$ cat config.mk
export PLATFORM = sky130hd
export DESIGN_NAME = hdlc_rx_deframer_flat
export DESIGN_NICKNAME = d
export VERILOG_FILES = /design/src/rtl/hdlc_pkg.sv /design/src/rtl/hdlc_rx_deframer_if.sv /design/src/rtl/hdlc_crc16_byte.sv /design/src/rtl/hdlc_rx_deframer.sv /design/src/flat_wrapper.sv
export SDC_FILE = /design/constraint.sdc
export NUM_CORES = 1
export LEC_CHECK = 0
export CAP_MARGIN = 10
export CORE_MARGIN = 8
export CORE_UTILIZATION = 54
export CTS_CLUSTER_SIZE = 10
export DETAILED_ROUTE_END_ITERATION = 6
export PLACE_DENSITY = 0.79
export SYNTH_ARGS = -nofsm -noshare
export SYNTH_HDL_FRONTEND = slang
export SYNTH_SLANG_ARGS = --single-unit
$ cat constraint.sdc
create_clock -name i_netclk -period 3.2 [get_ports i_netclk]
set_clock_uncertainty 0.05 [all_clocks]
set_input_delay 0.8 -clock i_netclk [delete_from_list [all_inputs] [get_ports i_netclk]]
set_output_delay 0.8 -clock i_netclk [all_outputs]
set_load 0.02 [all_outputs]
$ cat src/rtl/hdlc_pkg.sv
// Shared constants and encodings for the HDLC line-side blocks.
package hdlc_pkg;

  localparam logic [7:0]  FLAG        = 8'h7E;
  localparam logic [15:0] CRC_INIT    = 16'hFFFF;
  localparam logic [15:0] CRC_POLY    = 16'h1021;
  localparam logic [15:0] CRC_RESIDUE = 16'h1D0F;

  typedef enum logic [1:0] {
    HUNT = 2'd0,
    SYNC = 2'd1,
    DATA = 2'd2
  } state_e;

  typedef enum logic [2:0] {
    ST_OK    = 3'd0,
    ST_CRC   = 3'd1,
    ST_ALIGN = 3'd2,
    ST_SHORT = 3'd3,
    ST_ABORT = 3'd4,
    ST_LONG  = 3'd5
  } status_e;

endpackage

$ cat src/rtl/hdlc_rx_deframer_if.sv
// Payload/status bus from the deframer to the packet buffer.
interface hdlc_rx_deframer_if
  import hdlc_pkg::*;
#(
  parameter int unsigned LEN_W = 16
) ();

  logic [7:0]       o_data_out;
  logic             o_data_valid;
  logic             o_data_first;
  logic             o_frame_end;
  status_e          o_frame_status;
  logic [LEN_W-1:0] o_frame_len;

  modport master (
    output o_data_out, o_data_valid, o_data_first,
    output o_frame_end, o_frame_status, o_frame_len
  );

  modport slave (
    input o_data_out, o_data_valid, o_data_first,
    input o_frame_end, o_frame_status, o_frame_len
  );

endinterface

$ cat src/rtl/hdlc_crc16_byte.sv
// CRC-16 (poly 1021) advanced over one byte, bit0 first, serial steps unrolled.
module hdlc_crc16_byte
  import hdlc_pkg::*;
(
  input  logic [15:0] i_crc_in,
  input  logic [7:0]  i_byte,
  output logic [15:0] o_crc_out_c
);

  always_comb begin
    o_crc_out_c = i_crc_in;
    for (int i = 0; i < 8; i++) begin
      if (i_byte[i] ^ o_crc_out_c[15]) o_crc_out_c = {o_crc_out_c[14:0], 1'b0} ^ CRC_POLY;
      else                             o_crc_out_c = {o_crc_out_c[14:0], 1'b0};
    end
  end

endmodule

$ cat src/rtl/hdlc_rx_deframer.sv
// HDLC receive deframer: flag hunt, destuffing, abort detection, byte
// assembly with FCS withholding and CRC check, per-frame status strobe.
module hdlc_rx_deframer
  import hdlc_pkg::*;
#(
  parameter int unsigned MAX_LEN = 1024,
  parameter int unsigned LEN_W   = 16
) (
  input  logic                  i_netclk,
  input  logic                  i_reset,
  input  logic                  i_rxdata,
  hdlc_rx_deframer_if.master    m_out
);

  localparam logic [LEN_W-1:0] LONG_CNT = LEN_W'(MAX_LEN + 3);

  state_e           r_state, w_state_nx;
  logic [2:0]       r_ones;
  logic [2:0]       r_bitn;
  logic [LEN_W-1:0] r_byte_cnt;
  logic [15:0]      r_crc;
  logic [6:0]       r_sr;
  logic [7:0]       r_d0, r_d1;

  logic [7:0]       r_data_out;
  logic             r_data_valid, r_data_first, r_frame_end;
  status_e          r_frame_status;
  logic [LEN_W-1:0] r_frame_len;

  logic             w_flag, w_abort, w_stuff, w_data_bit;
  logic [7:0]       w_byte;
  logic [15:0]      w_crc_nx;
  logic [LEN_W-1:0] w_cnt_inc, w_len;
  logic             w_shift, w_complete, w_emit, w_end, w_reinit;
  status_e          w_status;

  // Line-bit classification from the run of preceding ones
  assign w_flag     = !i_rxdata && (r_ones == 3'd6);
  assign w_abort    =  i_rxdata && (r_ones == 3'd6);
  assign w_stuff    = !i_rxdata && (r_ones == 3'd5);
  assign w_data_bit =  i_rxdata ? (r_ones < 3'd6) : (r_ones != 3'd6);

  assign w_byte    = {i_rxdata, r_sr};
  assign w_cnt_inc = r_byte_cnt + LEN_W'(1);
  assign w_len     = (r_byte_cnt >= LEN_W'(2)) ? (r_byte_cnt - LEN_W'(2)) : '0;

  hdlc_crc16_byte u_crc (
    .i_crc_in    (r_crc),
    .i_byte      (w_byte),
    .o_crc_out_c (w_crc_nx)
  );

  always_ff @(posedge i_netclk or posedge i_reset) begin
    if (i_reset) r_state <= HUNT;
    else         r_state <= w_state_nx;
  end

  always_comb begin
    w_state_nx = r_state;
    w_shift    = 1'b0;
    w_complete = 1'b0;
    w_emit     = 1'b0;
    w_end      = 1'b0;
    w_reinit   = 1'b0;
    w_status   = ST_OK;
    case (r_state)
      HUNT: begin
        if (w_flag) begin
          w_state_nx = SYNC;
          w_reinit   = 1'b1;
        end
      end
      SYNC: begin
        if (w_data_bit) begin
          w_state_nx = DATA;
          w_shift    = 1'b1;
        end else if (w_abort) begin
          w_state_nx = HUNT;
          w_reinit   = 1'b1;
        end
      end
      DATA: begin
        if (w_data_bit && !w_stuff) begin
          w_shift = 1'b1;
          if (r_bitn == 3'd7) begin
            w_complete = 1'b1;
            if (w_cnt_inc == LONG_CNT) begin
              w_end      = 1'b1;
              w_status   = ST_LONG;
              w_state_nx = HUNT;
              w_reinit   = 1'b1;
            end else if (r_byte_cnt >= LEN_W'(2)) begin
              w_emit = 1'b1;
            end
          end
        end else if (w_flag) begin
          w_state_nx = SYNC;
          w_reinit   = 1'b1;
          w_end      = 1'b1;
          if (r_bitn != 3'd7)                w_status = ST_ALIGN;
          else if (r_byte_cnt == '0)         w_end    = 1'b0;
          else if (r_byte_cnt <= LEN_W'(2))  w_status = ST_SHORT;
          else if (r_crc != CRC_RESIDUE)     w_status = ST_CRC;
          else                               w_status = ST_OK;
        end else if (w_abort) begin
          w_state_nx = HUNT;
          w_reinit   = 1'b1;
          if ((r_byte_cnt != '0) || (r_bitn != 3'd0)) begin
            w_end    = 1'b1;
            w_status = ST_ABORT;
          end
        end
      end
      default: begin
        w_state_nx = HUNT;
        w_reinit   = 1'b1;
      end
    endcase
  end

  // Datapath: ones run, byte assembly, CRC, two-byte FCS delay line, outputs
  always_ff @(posedge i_netclk or posedge i_reset) begin
    if (i_reset) begin
      r_ones         <= 3'd0;
      r_bitn         <= 3'd0;
      r_byte_cnt     <= '0;
      r_crc          <= CRC_INIT;
      r_sr           <= 7'd0;
      r_d0           <= 8'd0;
      r_d1           <= 8'd0;
      r_data_out     <= 8'd0;
      r_data_valid   <= 1'b0;
      r_data_first   <= 1'b0;
      r_frame_end    <= 1'b0;
      r_frame_status <= ST_OK;
      r_frame_len    <= '0;
    end else begin
      r_ones       <= i_rxdata ? ((r_ones == 3'd7) ? 3'd7 : r_ones + 3'd1) : 3'd0;
      r_data_valid <= w_emit;
      r_data_first <= w_emit && (r_byte_cnt == LEN_W'(2));
      r_frame_end  <= w_end;
      if (w_emit) r_data_out <= r_d1;
      if (w_end) begin
        r_frame_status <= w_status;
        r_frame_len    <= w_len;
      end
      if (w_reinit) begin
        r_bitn     <= 3'd0;
        r_byte_cnt <= '0;
        r_crc      <= CRC_INIT;
        r_d0       <= 8'd0;
        r_d1       <= 8'd0;
      end else if (w_shift) begin
        r_sr   <= w_byte[7:1];
        r_bitn <= r_bitn + 3'd1;
        if (w_complete) begin
          r_byte_cnt <= w_cnt_inc;
          r_crc      <= w_crc_nx;
          r_d0       <= w_byte;
          r_d1       <= r_d0;
        end
      end
    end
  end

  assign m_out.o_data_out     = r_data_out;
  assign m_out.o_data_valid   = r_data_valid;
  assign m_out.o_data_first   = r_data_first;
  assign m_out.o_frame_end    = r_frame_end;
  assign m_out.o_frame_status = r_frame_status;
  assign m_out.o_frame_len    = r_frame_len;

endmodule

$ cat src/flat_wrapper.sv
// flat-port wrapper written by rule: the top's interface ports become plain ports
module hdlc_rx_deframer_flat import hdlc_pkg::*;
#(
  parameter int unsigned MAX_LEN = 1024,
  parameter int unsigned LEN_W   = 16
)
  (i_netclk, i_reset, i_rxdata, m_out_o_data_out, m_out_o_data_valid, m_out_o_data_first, m_out_o_frame_end, m_out_o_frame_status, m_out_o_frame_len);
  hdlc_rx_deframer_if #(.LEN_W(LEN_W)) m_out_i ();
  input  logic i_netclk;
  input  logic i_reset;
  input  logic i_rxdata;
  output wire logic [$bits(m_out_i.o_data_out)-1:0] m_out_o_data_out;
  output wire logic [$bits(m_out_i.o_data_valid)-1:0] m_out_o_data_valid;
  output wire logic [$bits(m_out_i.o_data_first)-1:0] m_out_o_data_first;
  output wire logic [$bits(m_out_i.o_frame_end)-1:0] m_out_o_frame_end;
  output wire logic [$bits(m_out_i.o_frame_status)-1:0] m_out_o_frame_status;
  output wire logic [$bits(m_out_i.o_frame_len)-1:0] m_out_o_frame_len;
  assign m_out_o_data_out = m_out_i.o_data_out;
  assign m_out_o_data_valid = m_out_i.o_data_valid;
  assign m_out_o_data_first = m_out_i.o_data_first;
  assign m_out_o_frame_end = m_out_i.o_frame_end;
  assign m_out_o_frame_status = m_out_i.o_frame_status;
  assign m_out_o_frame_len = m_out_i.o_frame_len;
  hdlc_rx_deframer #(.MAX_LEN(MAX_LEN), .LEN_W(LEN_W)) u_core (.i_netclk(i_netclk), .i_reset(i_reset), .i_rxdata(i_rxdata), .m_out(m_out_i));
endmodule
==> flow_summary_export.csv <==
group,metric,value,unit
cts,ctsRootBufferMaster,"clkbuf_8",
synthesis,yosysWarnings,0,
power_and_ir_drop,p_total,4.88,mW
critical_path,cp_top_family,"simple AND/OR/NAND/NOR gates",
synthesis,synth_top_area_cell,"dfrtp_1",
detailed_routing,dr.pass1.iters,4,
cts,numCtsBuffers,9,
finish,area_growth,16.0,%
synthesis,synth_mux_area_share,6.97,%
synthesis,synth_flop_cell,"dfrtp_1",
detailed_routing,wl_per_cell,17.3,um
power_and_ir_drop,power.leakage,2.65,nW
timing,hold_viol,0,
synthesis,synth_area_leaders,"dfrtp_1, dfstp_2, xnor2_1",
critical_path,cpPeakStageDelay,470,ps
synthesis,ys_seq_area_share,45.6,%
finish,fin_util,64.6,%
grt,grt_max_degree,73,
synthesis,synth_edf_count,0,
timing,min_period,3090,ps
grt,grt_pass1_wl,19.8,mm
die,design.die.area,0.0129,mm^2
die,core.rowCount,35,
critical_path,r2r-start,"u_core.r_byte_cnt[0]$_DFFE_PP0P_",
synthesis,syn_area_per_cell,10.4,um^2
cts,htree_num_levels,3,
cts,clk_pin_slew,100,ps
synthesis,synth_xor_area_share,7.99,%
synthesis,synth-compound-area-share,14.0,%
synthesis,synthAdderAreaFrac,3.64,%
synthesis,syn-cell-area,0.00515,mm^2
grt,globalRoute.totalOverflow,0,
finish,nets,552,
detailed_routing,drt_iter0_drc,272,
timing,setup_viol,0,
synthesis,synth_top_area_share,37.4,%
critical_path,critPathKind,"reg2reg",
timing,rsz0062_at_grt,"yes",
die,initial_utilization,55.7,%
cts,cts_tree,"done",
finish,final_common_cell,"dfrtp_1",
grt,antenna_found_initial,0,
synthesis,postSynthCellCount,496,
power_and_ir_drop,power_per_cell_area,817,mW/mm^2
critical_path,crit_buf_inv,2,
critical_path,startpoint,"u_core.r_byte_cnt[0]$_DFFE_PP0P_",
placement,dpl.hpwl,8.42,mm
detailed_routing,finalWirelength,11.6,mm
die,coreArea,0.00924,mm^2
timing,max_freq,324,MHz
cts,clkSinkCount,93,
detailed_routing,via_per_inst,5.87,
critical_path,timing.reg2reg.setup_slack,110,ps
status,status,"complete, no violations",
critical_path,cp_cell_sequence,"ha_1 > nand3_1 > nor4_1 > nor3_2 > o21ba_2 > buf_4 > nand3_1 > a21oi_4 > buf_12 > mux2_2",
critical_path,end_kind,"register",
critical_path,required,3400,ps
critical_path,crit_end,"u_core.m_out.o_frame_len[8]$_DFFE_PP0P_",
placement,globalplace.congestion,0.870,
finish,layout-drive-gt1-share,19.5,%
critical_path,arrival,3290,ps
cts,cts_buffer_depth,2,
job,drv_cap,0,
detailed_routing,drt_drc_violations_left,0,
timing,tightest_slew,536,ps
detailed_routing,vias,3919,
placement,io_buffers,32,
synthesis,synthSimpleGateAreaFrac,17.5,%
critical_path,cp.depth,10,
finish,antennaDiodeCount,0,
grt,grt_pass1_vias,3936,
power_and_ir_drop,vdd_drop_max,0.000400,V
critical_path,reg2reg_to,"u_core.m_out.o_frame_len[8]$_DFFE_PP0P_",
critical_path,path_common_cell,"nand3_1",
synthesis,synthArstFlopShare,100,%
die,die_w,114,um
synthesis,ys_ff_latch,93,
timing,fin_crit_sh,96.5,%
die,io_pins,33,
critical_path,crit_fanout,19,
cts,clk_latency,370,ps
synthesis,syn_nets,514,
critical_path,critPathLaunchType,"register",
detailed_routing,ant_nets,0,
timing,setup_tns,0,ps
timing,finalMaxSlewViolations,0,
synthesis,synth_top_family_by_area,"simple AND/OR/NAND/NOR gates",
synthesis,ys_types,62,
grt,grt_usage,18.7,%
min_path,hold_path.class,"reg2reg",
die,die_y,114,um
critical_path,rr_worst_depth,10,
timing,relSlewSlack,64.2,%
finish,final_cell_mix,"dfrtp_1, xnor2_1, clkdlybuf4s50_1",
critical_path,cp_slowest_cell,"dfrtp_1",
[worst reg2reg max path: stages, from the launching register on]
cell and delay [ps]:
dfrtp_1 470, ha_1 270, nand3_1 310, nor4_1 450
nor3_2 130, o21ba_2 280, buf_4 130, nand3_1 150
a21oi_4 210, buf_12 180, mux2_2 360
[final cells by class]
class	count	area [um^2]
clock buffer	9	124
sequential	93	2350
clock inverter	7	78.8
timing repair buffer	59	586
multi-input combinational	353	2610
inverter	18	71.3
tap	129	161
fill	735	3270
[power breakdown]
part	switching (mW)	internal, mW	total (mW)
Clock	0.477	0.311	0.787
Combinational	1.28	1.07	2.35
Sequential	0.251	1.50	1.75
[synth_stat cells, types with 6 or more instances]
master / n
a22o_1: 16
clkbuf_1: 14
xor2_1: 14
dfrtp_1: 77
dfstp_2: 16
buf_2: 15
o22a_1: 6
and3_1: 9
nand4_1: 10
a21oi_1: 14
xnor2_1: 33
nand2_1: 25
nor3_1: 26
nand3_1: 22
o21ai_0: 19
a2bb2oi_1: 11
mux2_4: 7
inv_1: 18
nor4_1: 7
or3_1: 9
ha_1: 15
nor2_1: 29
mux2_2: 19
[worst min-delay path by stage]
stage                                     startpoint                    endpoint  slack, ps  cells after the start
after floorplan           u_core.r_d0[0]$_DFFE_PP0P_  u_core.r_d1[0]$_DFFE_PP0P_        420                      1
after global placement    u_core.r_d0[0]$_DFFE_PP0P_  u_core.r_d1[0]$_DFFE_PP0P_        430                      1
after detailed placement  u_core.r_d0[6]$_DFFE_PP0P_  u_core.r_d1[6]$_DFFE_PP0P_        440                      1
after CTS                 u_core.r_d0[6]$_DFFE_PP0P_  u_core.r_d1[6]$_DFFE_PP0P_        450                      1
after global routing      u_core.r_d0[6]$_DFFE_PP0P_  u_core.r_d1[6]$_DFFE_PP0P_        470                      1
final                     u_core.r_d0[6]$_DFFE_PP0P_  u_core.r_d1[6]$_DFFE_PP0P_        450                      1
[routing by layer]
metal / up-vias / global-route usage, % / part of all wire (%)
li1: 1855 / - / -
met1: 1930 / 25.1 / 46
met2: 114 / 29.5 / 47
met3: 20 / 3.80 / 5.4
met4: 0 / 5.86 / 1.6
met5: - / 0 / 0
[cell families (layout without fill, tap and decap cells)]
group | Yosys count | count (layout)
buffers and inverters | 50 | 93
AO/OA/AOI/OAI | 95 | 95
AND/OR/NAND/NOR | 166 | 166
flip-flops | 93 | 93
multiplexers | 30 | 30
adder cells (fa/ha/maj) | 15 | 15
XOR/XNOR | 47 | 47
[flip-flops by register name, summed over array words and instances, names as in the netlist]
register                     count
u_core.m_out.o_data_out          8
u_core.m_out.o_frame_len        16
u_core.m_out.o_data_first        1
u_core.r_byte_cnt               16
u_core.r_crc                    16
u_core.m_out.o_frame_status      3
u_core.r_sr                      7
u_core.r_ones                    3
u_core.r_bitn                    3
u_core.r_state                   2
u_core.r_d0                      8
u_core.m_out.o_frame_end         1
u_core.m_out.o_data_valid        1
u_core.r_d1                      8
[stage by stage]
| stage | std cells | setup slack [ps] | hold WS, ps | area (um^2) |
|---|---|---|---|---|
| after global routing | 668 | -18.6 | 473 | 5970 |
| after floorplan | 496 | 284 | 416 | 5150 |
| after CTS | 668 | 109 | 455 | 5950 |
| after global placement | 652 | -22.4 | 428 | 5750 |
| final | 668 | 112 | 454 | 5970 |
| after detailed placement | 652 | -42.1 | 440 | 5750 |
[what timing repair did]
| action | in CTS | in global routing |
|---|---|---|
| hold endpoints to repair | 0 | 0 |
| hold buffers | 0 | 0 |
| resized for setup | 0 | 3 |
| endpoints found under the setup margin | 0 | 9 |
| setup buffers | 0 | 0 |
Note: power is estimated with default switching activity, not from simulation.
==> edit 1, RTL diff (same settings) <==
`LEN_W` is set to 16 in 3 places; all go to 8.
--- a/src/rtl/hdlc_rx_deframer_if.sv
+++ b/src/rtl/hdlc_rx_deframer_if.sv
@@ -3,5 +3,5 @@
   import hdlc_pkg::*;
 #(
-  parameter int unsigned LEN_W = 16
+  parameter int unsigned LEN_W = 8
 ) ();
 
--- a/src/rtl/hdlc_rx_deframer.sv
+++ b/src/rtl/hdlc_rx_deframer.sv
@@ -5,5 +5,5 @@
 #(
   parameter int unsigned MAX_LEN = 1024,
-  parameter int unsigned LEN_W   = 16
+  parameter int unsigned LEN_W   = 8
 ) (
   input  logic                  i_netclk,
--- a/src/flat_wrapper.sv
+++ b/src/flat_wrapper.sv
@@ -3,5 +3,5 @@
 #(
   parameter int unsigned MAX_LEN = 1024,
-  parameter int unsigned LEN_W   = 16
+  parameter int unsigned LEN_W   = 8
 )
   (i_netclk, i_reset, i_rxdata, m_out_o_data_out, m_out_o_data_valid, m_out_o_data_first, m_out_o_frame_end, m_out_o_frame_status, m_out_o_frame_len);
Interface: changed (resized m_out_o_frame_len); port bits go from 33 to 25. The function was not compared with the original's and may differ.
==> edit 1 against the original RTL <==
Area after synthesis down 19%. Wire length is 32% lower. Via count shrank 25%. First-iteration DRC count is 58% lower. Cell area down 21%. Power decreased by 22%. Synthesized cell count down 20%. Sequential power down 12%. Count of clock-buffer cells in the layout stayed put. Critical path type is now in2reg. Die area down 16%. Cell count decreased by 21%. Setup slack gained 0.32 ns. Sequential cell count decreased by 16. Critical path depth is 2 lower.
==> edit 1: results (changes against the original RTL) <==
Pwr
The leakage dissipation was 2.10 nW (was 2.65 nW). The worst-case vdd ir drop is 0.422 mV (was 0.400 mV). The proportion of power drawn by combinational gates is 40.6% (was 48.0%). The sequential power is 1.54 mW (was 1.75 mW).

The total power after layout is 3.79 mW (was 4.88 mW).

Placed design
The total placed instance area is 4510 sq um (was 5750 sq um). The count of port buffers added during placement was 24 (was 32). The final weighted congestion of routability-driven global placement came to 0.830 (was 0.870). The worst setup timing slack at the placement stage is 0.0721 ns (was -0.0421 ns).

Drt
The average wire per cell in the routed design is 14.9 um (was 17.3 um). The number of vias per cell came to 5.61 (was 5.87). The routed metal-1 wire length came to 3.72 mm (was 5.36 mm). The violation count after the first detailed-route iteration is 113 (was 272). The met2 wirelength from detailed routing is 3.68 mm (was 5.39 mm).

Yosys
The mean instance size in the synthesized netlist came to 10.6 sq um (was 10.4 sq um). Synth area leaders: dfrtp_1 (36%), dfstp_2 (10%), xnor2_1 (5.4%) (was dfrtp_1 (37%), dfstp_2 (8.2%), xnor2_1 (5.6%)). The xor-xnor portion of the synthesized cell area is 7.52% (was 7.99%). The fraction of the mapped netlist area in adder cells is 4.47% (was 3.64%). The share of synthesized area occupied by flip-flops and latches is 46.4% (was 45.6%).

The count of distinct cell types in the synthesized netlist came to 53 (was 62). Top post-synthesis cells by count: dfrtp_1 (61), nand2_1 (48), nor2_1 (35) (was dfrtp_1 (77), xnor2_1 (33), nor2_1 (29)). The post-synthesis compound-gate area fraction was 11.8% (was 14.0%).

Global route
The met2 usage was 24.3% (was 29.5%). The met3 global-route usage is 3.41% (was 3.80%). The wire length of the first global-routing pass was 14.3 mm (was 19.8 mm). The total global-route track usage is 15.6% (was 18.7%).

The pin count of the biggest net entering global routing is 43 (was 73).

Finish
Counting flops per register, the top entry is u_core.r_crc. The filler cell count in the final layout is 609 (was 735). The non-filler instance count after layout came to 526 (was 668). The number of nets in the layout is 437 (was 552). The proportion of layout cells with a drive suffix above 1 is 19.3% (was 19.5%).

Status
Status: finished clean (unchanged).

Worst setup path
The delay of the slowest critical-path stage came to 0.52 ns (was 0.47 ns). The slowest library cell on the worst path is clkdlybuf4s50_1 (was dfrtp_1).
-- edit 1: cell count changes in the layout (fill, tap and decap cells not counted), moves of 16 or more --
cell,before,now
nand2_1,25,48
nor3_1,25,8
dfrtp_1,77,61
nand3_1,22,6
a22o_1,16,0
-- edit 1: worst paths after layout --
check	from	slack (ns)	endpoint	cells after the start
max in group asynchronous	i_reset	1.61	u_core.r_crc[13]	3
min in group asynchronous	i_reset	0.76	u_core.m_out.o_data_out[6]	2
worst max register to register	u_core.r_byte_cnt[2]	0.51	u_core.m_out.o_data_out[2]	6
worst min-delay path	u_core.m_out.o_data_out[3]	0.46	u_core.m_out.o_data_out[3]	1
worst max-delay path	i_rxdata	0.44	u_core.r_byte_cnt[3]	8
worst min register to register	u_core.m_out.o_data_out[3]	0.46	u_core.m_out.o_data_out[3]	1
-- edit 1: cell type report --
type	instances	area (sq um)	share of cell area [%]
multi-input cells	279	2030	43.2
flip-flops and latches	77	1950	41.4
repair buffers	34	340	7.24
well taps	102	128	2.71
clock buffers	9	124	2.64
inverters	18	67.6	1.44
clock inverters	7	63.8	1.36
-- edit 1: cells by family (layout without fill, tap and decap cells) --
| family | Yosys count | in the layout |
|---|---|---|
| muxes | 29 | 29 |
| and+or+nand+nor | 130 | 130 |
| adders and majority gates | 15 | 15 |
| AOI/OAI and AO/OA | 69 | 69 |
| xor gates and xnor gates | 36 | 36 |
| DFF | 77 | 77 |
| buffers and inverters | 41 | 68 |
-- edit 1: worst reg2reg max path, stage by stage, from the launching register on --
cell and delay [ns]:
dfrtp_1 0.52, ha_1 0.25, nand2_1 0.14, xnor2_1 0.18
nor4b_2 0.45, a311o_1 0.59, mux2_2 0.40
==> edit 2, RTL diff (config.mk and constraints unchanged) <==
Made on the original files. The 3 states of `state_e` get a one-hot encoding in 3 bits.
--- a/src/rtl/hdlc_pkg.sv
+++ b/src/rtl/hdlc_pkg.sv
@@ -7,8 +7,8 @@
   localparam logic [15:0] CRC_RESIDUE = 16'h1D0F;
 
-  typedef enum logic [1:0] {
-    HUNT = 2'd0,
-    SYNC = 2'd1,
-    DATA = 2'd2
+  typedef enum logic [2:0] {
+    HUNT = 3'b001,
+    SYNC = 3'b010,
+    DATA = 3'b100
   } state_e;
 
Formal check against the unedited RTL: same outputs for any inputs over 10 cycles, from zero or initial values and one cycle with i_reset high; not proved beyond that.
==> edit 2 against the original RTL <==
Setup slack better by 0.063 ns. Area after synthesis is 0.92% lower. Wire length is 4.1% lower. Critical path type unchanged. Cell area is 0.15% lower. Largest cell class unchanged. Sequential cell count is 1 higher.
Power is not compared: it rests on default switching activity, and its combinational part moved more than twofold at a synthesized area within 25%.
==> edit 2: results (changes against the original RTL) <==
Finish
The proportion of layout cells with a drive suffix above 1 is 17.9% (was 19.5%). The number of nets in the layout is 589 (was 552). The filler cell count in the final layout is 708 (was 735).

Yosys
Synth area leaders: dfrtp_1 (38%), dfstp_2 (8.8%), xnor2_1 (6.7%) (was dfrtp_1 (37%), dfstp_2 (8.2%), xnor2_1 (5.6%)). The number of nets in the synthesized netlist is 546 (was 514). The count of distinct cell types in the synthesized netlist is 58 (was 62).

Top post-synthesis cells by count: nand2_1 (80), dfrtp_1 (77), nor2_1 (49) (was dfrtp_1 (77), xnor2_1 (33), nor2_1 (29)). The mux cell area share after synthesis is 5.88% (was 6.97%). The post-synthesis compound-gate area fraction is 10.9% (was 14.0%). The fraction of the mapped netlist area in adder cells is 2.70% (was 3.64%). The xor-xnor portion of the synthesized cell area is 9.61% (was 7.99%).

The share of synthesized area occupied by flip-flops and latches is 46.5% (was 45.6%).

Status
Status: finished clean (unchanged).

Clock tree
The worst-case clock buffer depth was 2 (unchanged). The deepest level of the CTS H-tree is 3 (unchanged).

Placed design
The worst setup timing slack at the placement stage was -0.0500 ns (was -0.0421 ns). The final weighted congestion of routability-driven global placement is 0.857 (was 0.870). The post-DP HPWL came to 7.85 mm (was 8.42 mm). The total placed instance area is 5720 sq um (was 5750 sq um).

Worst setup path
The reg-to-reg critical path startpoint is u_core.r_byte_cnt[1] (was u_core.r_byte_cnt[0]). The largest fanout of any net on the critical path is 7 (was 19). The top cell family by delay on the critical path is simple AND/OR/NAND/NOR gates (unchanged). The delay of the slowest critical-path stage is 0.64 ns (was 0.47 ns). The worst-case reg-to-reg path depth is 9 (was 10).

The capture point of the worst reg-to-reg path is u_core.r_sr[2] (was u_core.m_out.o_frame_len[8]). The slack of the worst reg-to-reg path was 0.18 ns (was 0.11 ns). The arrival time at the worst endpoint is 3.22 ns (was 3.29 ns).

Global route
The pin count of the biggest net entering global routing is 95 (was 73). The number of global-route vias before repair came to 3,989 (was 3,936). The total global-route track usage was 18.0% (was 18.7%). The wire length of the first global-routing pass is 19.0 mm (was 19.8 mm). The met3 global-route usage is 4.10% (was 3.80%).

The met1 demand-to-capacity share in global routing was 23.1% (was 25.1%). The met2 usage is 29.5% (about the same).

STA
The worst slew slack as a fraction of its limit is 34.4% (was 64.2%). The setup violation total in the final timing report is 0 (unchanged).

Drt
The violation count after the first detailed-route iteration was 176 (was 272). The number of iterations in the first detailed-routing pass is 5 (was 4). The average wire per cell in the routed design is 16.0 um (was 17.3 um). The number of vias per cell came to 5.75 (was 5.87).

Hold path
The worst min-delay path startpoint is u_core.m_out.o_frame_len[4] (was u_core.r_d0[6]). The end point of the most critical hold path is u_core.m_out.o_frame_len[4] (was u_core.r_d1[6]).
==> edit 2: changes by cell type in the layout (fill, tap and decap cells not counted), moves of 7 or more <==
| cell | change |
|---|---|
| nand2_1 | +55 |
| nor2_1 | +20 |
| nor3_1 | -13 |
| a2bb2oi_1 | -11 |
| a22o_1 | -10 |
| buf_4 | +10 |
| mux2_1 | +9 |
| o211ai_1 | +8 |
| mux2_4 | -7 |
==> edit 2: worst max-delay path by stage <==
stage / start / end / slack (ns)
2_1_floorplan: u_core.r_byte_cnt[1] / u_core.r_sr[0] / 0.28
3_3_place_gp: i_rxdata / u_core.m_out.o_frame_len[0] / 0.007
3_5_place_dp: i_rxdata / u_core.m_out.o_frame_len[1] / -0.05
4_1_cts: u_core.r_byte_cnt[1] / u_core.m_out.o_frame_len[1] / 0.10
5_1_grt: u_core.r_byte_cnt[1] / u_core.m_out.o_frame_len[1] / 0.05
6_report: u_core.r_byte_cnt[1] / u_core.r_sr[2] / 0.18
==> edit 2: kinds of logic after synthesis <==
logic type | count (synthesis)
compound gates | 82
xor+xnor | 56
fa+ha+maj | 11
buf+inv | 51
flops | 94
mux | 27
simple gates | 211
==> edit 2: power breakdown <==
group	leakage (nW)	switching [mW]	internal (mW)
clock	0.114	0.435	0.405
combinational	1.35	0.0546	0.0312
sequential	1.24	0.0104	1.20
total	2.71	0.500	1.63
==> edit 2: timing repair <==
action                                  4_1_cts  5_1_grt
hold buffers                                  0        0
setup buffers                                 0        0
endpoints found under the setup margin        1       13
gates resized for setup                       1        4
==> edit 2: cell type report <==
cell class / instances / share of cell area (%)
Sequential cell: 94 / 39.8
Multi-Input combinational cell: 387 / 42.5
Clock inverter: 4 / 0.524
Timing Repair Buffer: 68 / 10.7
Inverter: 15 / 1.01
Tap cell: 111 / 2.33
Clock buffer: 12 / 3.15
==> edit 2: routing by layer <==
| layer | vias up | part of all wire (%) | wire (um) |
|---|---|---|---|
| met5 | - | 0 | 0 |
| met4 | 0 | 1.5 | 163 |
| met3 | 14 | 5.8 | 645 |
| met2 | 111 | 47 | 5210 |
| met1 | 1930 | 46 | 5060 |
| li1 | 1917 | - | - |
==> edit 2: stage by stage <==
step | power [mW] | hold slack (ns) | instances | utilization (%) | TNS [ns]
floorplan | 1.29 | 0.431 | 532 | - | 0
global placement | 1.31 | 0.424 | 675 | 62.2 | 0
detailed placement | 1.32 | 0.429 | 675 | 62.2 | -0.189
CTS | 2.15 | 0.454 | 691 | 64.6 | 0
global route | 2.21 | 0.475 | 691 | 64.9 | 0
finish | 2.13 | 0.450 | 691 | 64.9 | 0
